[src/rtl/barrel_pkg.sv]
// barrel_pkg
//   Shared definitions for the barrel shifter slice:
//   - DIR_LEFT / DIR_RIGHT : encodings of the direction input
//   - log2w()              : number of select bits / mux stages for a given width
package barrel_pkg;

  localparam logic DIR_LEFT  = 1'b1;
  localparam logic DIR_RIGHT = 1'b0;

  // Ceiling log2 of depth; used for the shift-amount width and stage count.
  function automatic int log2w(input int depth);
    int w;
    w = 0;
    for (int k = 0; k < 31; k++) begin
      if ((32'sd1 <<< k) < depth) begin
        w = k + 1;
      end else begin
        w = w;
      end
    end
    return w;
  endfunction

endpackage

[src/rtl/barrel_stage.sv]
// barrel_stage
//   One fixed-distance stage of the logarithmic shifter. When en is high the
//   word is moved SHIFT positions toward the MSB; the vacated low bits are
//   zero (ROTATE=0) or refilled with the bits pushed out of the top (ROTATE=1).
//   When en is low the word passes through unchanged.
// Ports
//   in   input  DEPTH  word from the previous stage
//   en   input  1      apply this stage's shift
//   out  output DEPTH  word to the next stage
module barrel_stage #(
  parameter int DEPTH  = 8,
  parameter int SHIFT  = 1,
  parameter int ROTATE = 0
) (
  input  logic [DEPTH-1:0] in,
  input  logic             en,
  output logic [DEPTH-1:0] out
);

  logic [SHIFT-1:0] wrap_s;
  logic [DEPTH-1:0] shifted_s;

  // Fill for the vacated low bits, then select shifted or pass-through word.
  always_comb begin
    wrap_s    = {SHIFT{1'b0}};
    shifted_s = in;
    out       = in;
    if (ROTATE != 0) begin
      wrap_s = in[DEPTH-1 -: SHIFT];
    end else begin
      wrap_s = {SHIFT{1'b0}};
    end
    shifted_s = {in[DEPTH-1-SHIFT:0], wrap_s};
    if (en) begin
      out = shifted_s;
    end else begin
      out = in;
    end
  end

endmodule

[src/rtl/barrel_shift.sv]
// barrel_shift
//   Logarithmic barrel shifter with a single registered output. Shifts (or
//   rotates when ROTATE=1) a DEPTH-bit word by 0..DEPTH-1 positions per cycle.
//   Only left-shifting stages exist: a right shift bit-reverses the input,
//   shifts left, and bit-reverses the result.
// Ports
//   clk  input   1        rising-edge clock
//   rst  input   1        asynchronous active-high reset, clears Out
//   Di   input   1        1 = toward MSB, 0 = toward LSB
//   n    input   log2(DEPTH) shift amount
//   I    input   DEPTH    data to shift
//   Out  output  DEPTH    registered result, one cycle after inputs
module barrel_shift
  import barrel_pkg::*;
#(
  parameter int DEPTH  = 8,
  parameter int ROTATE = 0
) (
  input  logic                      clk,
  input  logic                      rst,
  input  logic                      Di,
  input  logic [log2w(DEPTH)-1:0]   n,
  input  logic [DEPTH-1:0]          I,
  output logic [DEPTH-1:0]          Out
);

  localparam int NW = log2w(DEPTH);

  logic [DEPTH-1:0] pre_s;
  logic [DEPTH-1:0] stage_s [NW+1];
  logic [DEPTH-1:0] result_s;

  // Mirror the input for right shifts so the stages only ever shift left.
  always_comb begin
    pre_s = I;
    if (Di == DIR_RIGHT) begin
      for (int i = 0; i < DEPTH; i++) begin
        pre_s[i] = I[DEPTH-1-i];
      end
    end else begin
      pre_s = I;
    end
  end

  assign stage_s[0] = pre_s;

  for (genvar k = 0; k < NW; k++) begin : g_stage
    barrel_stage #(
      .DEPTH  (DEPTH),
      .SHIFT  (32'sd1 <<< k),
      .ROTATE (ROTATE)
    ) u_stage (
      .in  (stage_s[k]),
      .en  (n[k]),
      .out (stage_s[k+1])
    );
  end

  // Undo the input mirroring for right shifts.
  always_comb begin
    result_s = stage_s[NW];
    if (Di == DIR_RIGHT) begin
      for (int i = 0; i < DEPTH; i++) begin
        result_s[i] = stage_s[NW][DEPTH-1-i];
      end
    end else begin
      result_s = stage_s[NW];
    end
  end

  // Output register; cleared asynchronously by rst.
  always_ff @(posedge clk or posedge rst) begin
    if (rst) begin
      Out <= {DEPTH{1'b0}};
    end else begin
      Out <= result_s;
    end
  end

endmodule

[config.mk]
export PLATFORM = sky130hd
export DESIGN_NAME = barrel_shift
export DESIGN_NICKNAME = d
export VERILOG_FILES = /design/src/rtl/barrel_pkg.sv /design/src/rtl/barrel_stage.sv /design/src/rtl/barrel_shift.sv
export SDC_FILE = /design/constraint.sdc
export NUM_CORES = 1
export LEC_CHECK = 0
export ABC_AREA = 1
export CORE_ASPECT_RATIO = 0.9
export CORE_MARGIN = 5
export CORE_UTILIZATION = 44
export DETAILED_ROUTE_END_ITERATION = 16
export PLACE_DENSITY_LB_ADDON = 0.1
export SYNTH_ARGS = -nofsm -noshare
export SYNTH_HDL_FRONTEND = slang
export SYNTH_SLANG_ARGS = --single-unit
[constraint.sdc]
create_clock -name clk -period 0.8 [get_ports clk]
set_clock_uncertainty 0.05 [all_clocks]
set_input_delay 0.24 -clock clk [delete_from_list [all_inputs] [get_ports clk]]
set_output_delay 0.24 -clock clk [all_outputs]
set_load 0.005 [all_outputs]
==> impl_metrics.json <==
{
  "run_status": "finished with violations",
  "failed_checks": "negative setup slack",
  "worst_ep_arrival_time_ns": 1.27,
  "cts-buffers-inserted": 3,
  "ff_latch_area_um2": 200,
  "synth_top_cells_by_area": "dfrtp_1 29%, nand3_1 24%, nand2_1 19%, nand3_2 7.3%, nand2_2 5.4%",
  "grt_antenna_before_repair": 0,
  "cell_with_the_biggest_individual_delay_on_the_critical_path": "buf_12",
  "number_of_hold_violations_in_the_final_report": 0,
  "share_clk_of_total_power_pct": 20.7,
  "stage_delay_of_the_slowest_cell_on_the_critical_path_ns": 0.14,
  "first_global_vias": 930,
  "place_hpwl_um": 1470,
  "final_instance_count_excl_fillers": 152,
  "final_nets": 153,
  "leakagePower_nw": 0.680,
  "postSynthAreaPerCell_um2": 6.83,
  "cts.clk_slew.worst_paths_ns": 0.06,
  "layout_cell_share_with_drive_strength_beyond_1_pct": 75.2,
  "fmaxAchievable_mhz": 882,
  "fill_cells": 45,
  "syn-instance-count": 101,
  "dp.cells": 145,
  "drt_iter0_drc": 44,
  "wirelength_routed_um": 3620,
  "power.share.combinational_pct": 49.5,
  "via_count": 990,
  "final_antenna_net_count": 0,
  "edff_count_synth": 0,
  "register_ranked_first_by_flip_flop_count": "Out",
  "worst_ep_required_ns": 0.94,
  "cts_hold_repair.buffers": 0,
  "grt.total_usage_pct": 28.3,
  "gp_routability_congestion": 0.868,
  "area_growth_pct": 99.8,
  "cts_root_buf": "clkbuf_4",
  "floorplan.die_area_um2": 2460,
  "synthDominantCellAreaShare_pct": 29.0,
  "sequentialPowerShare_pct": 29.8,
  "area_of_combinational_cells_with_multiple_inputs_um2": 743,
  "cp-startpoint": "Di",
  "worstSetupStartpointType": "input pin",
  "buffer_ports.inserted": 21,
  "grt-ovfl-total": 0,
  "path_class": "in2reg",
  "start_util_pct": 47.1,
  "max-slew-margin-rel_pct": 77.7,
  "drt_drc_violations_left": 0,
  "die_y_um": 47.6,
  "synthDistinctLibCells": 14,
  "cts-root-to-sink-buffers": 2,
  "fin_ws_ns": -0.333,
  "max-cap-violations": 0,
  "synthesized_flop_and_latch_total": 8,
  "finalSetupViolCount": 16,
  "finalCoreUtilization_pct": 94.1,
  "grt_first_pass_wirelength_um": 4860,
  "synthFlopType": "dfrtp_1",
  "netlist_top_cells_count": "34 x nand2_1, 33 x nand3_1, 8 x dfrtp_1",
  "critical_path_peak_fanout": 8,
  "synthMostInstantiatedCell": "nand2_1",
  "drt_wl_cell_um": 23.8,
  "pin_count_of_the_biggest_net_entering_global_routing": 11,
  "cp_cell_sequence": "buf_8 -> buf_12 -> inv_16 -> nand2_8 -> nand3_4 -> nand3_2 -> nand2_2 -> nand2_2 -> nand2_4 -> nand2_1 -> nand2_1",
  "antenna-diode-count": 0,
  "rows": 13,
  "ys_async_sr_fraction_pct": 100,
  "critPathCaptureType": "flop",
  "finalMaxSlewViolations": 0,
  "reg.largest.list": "Out: 8 flops",
  "ir_worst_vdd_v": 0.00114,
  "synth.largest_area_cell": "dfrtp_1",
  "worst-slew-pin-transition_ns": 0.334,
  "postSynthNetCount": 115,
  "period_minus_slack_ns": 1.13,
  "post_drt_via_cell_ratio": 6.51,
  "largest_reg_flops": 8,
  "firstDrtPassIters": 4,
  "final_min_period_over_clock_period_pct": 142,
  "synth_area_um2": 689,
  "h-tree-depth": 1,
  "ys_warn_count": 0,
  "fp.dieW_um": 51.7,
  "cts_num_sinks": 8,
  "switchingPower_mw": 0.623,
  "holdCritPathClass": "in2async",
  "synth_seq_area_share_pct": 29.0,
  "io_pins": 22,
  "cts_tree": "done",
  "power-per-cell-area_nw_per_um2": 1130,
  "netSwitchingFraction_pct": 40.0,
  "intPower_mw": 0.933,
  "placeableCoreArea_um2": 1460,
  "unrepaired_setup_endpoints_after_global_routing": "yes"
}
[final timing paths]
check | cells after the start | endpoint
max | 11 | Out[2]
min | 2 | Out[3]
max in group asynchronous | 2 | Out[5]
min in group clk | 4 | Out[0]
[power groups by stage]
| stage | clock [mW] | combinational, mW | sequential, mW |
|---|---|---|---|
| floorplan | 0 | 0.286 | 0.469 |
| global placement | 0 | 0.525 | 0.461 |
| detailed placement | 0 | 0.536 | 0.462 |
| CTS | 0.310 | 0.660 | 0.453 |
| global route | 0.361 | 0.806 | 0.465 |
| finish | 0.322 | 0.770 | 0.464 |
[worst max-delay path, delay by kind of cell]
family | cells | cell delay [ns]
buffers and inverters | 3 | 0.34
and+or+nand+nor | 8 | 0.68
[timing repair]
item,in CTS,in global routing
setup endpoints to repair,16,16
pin swaps,40,4
buffers inserted,2,0
cloned,2,0
gates resized for setup,123,15
[cell type report]
cell class                      count  share of cell area (%)
Multi-Input combinational cell     84                    54.0
Timing Repair Buffer               36                    24.4
Sequential cell                     8                    14.5
Inverter                            5                    3.63
Clock buffer                        3                    1.63
Tap cell                           15                    1.36
Timing Repair inverter              1                   0.454
[through the flow]
step                      hold slack [ns]  setup slack [ns]  total power, mW  TNS (ns)  cell area [um2]
after floorplan                   0.00566            -0.222            0.754     -1.65              766
after global placement              0.442            -0.848            0.986     -8.81             1050
after detailed placement            0.452            -0.884            0.998     -9.04             1050
after CTS                           0.181            -0.230             1.42     -2.92             1330
after global routing                0.230            -0.328             1.63     -4.44             1380
final                               0.233            -0.333             1.56     -4.02             1380
[layout by cell type, fill, tap and decap left out, types with 4 or more instances in the layout]
master / netlist / layout
nand3_2: 5 / 30
nand2_2: 6 / 14
nand2_1: 34 / 13
nand2_4: 0 / 11
buf_2: 0 / 9
dfrtp_1: 8 / 8
buf_4: 1 / 8
nand3_4: 0 / 5
nand4_1: 4 / 4
clkdlybuf4s15_2: 0 / 4
buf_6: 2 / 4
[layer usage]
layer  up-vias  global-route usage, %  share of wire, %
met1       449                   34.3                33
met5         -                      0                 0
met4         0                   9.42               7.8
li1        415                      -                 -
met3        30                   5.92                11
met2        96                   51.0                48
[logic make-up after synthesis]
family	after synthesis	share of synthesized area [%]
and+or+nand+nor	84	60.6
buffers and inverters	9	10.3
DFF	8	29.0
Note: power is estimated with default switching activity, not from simulation.
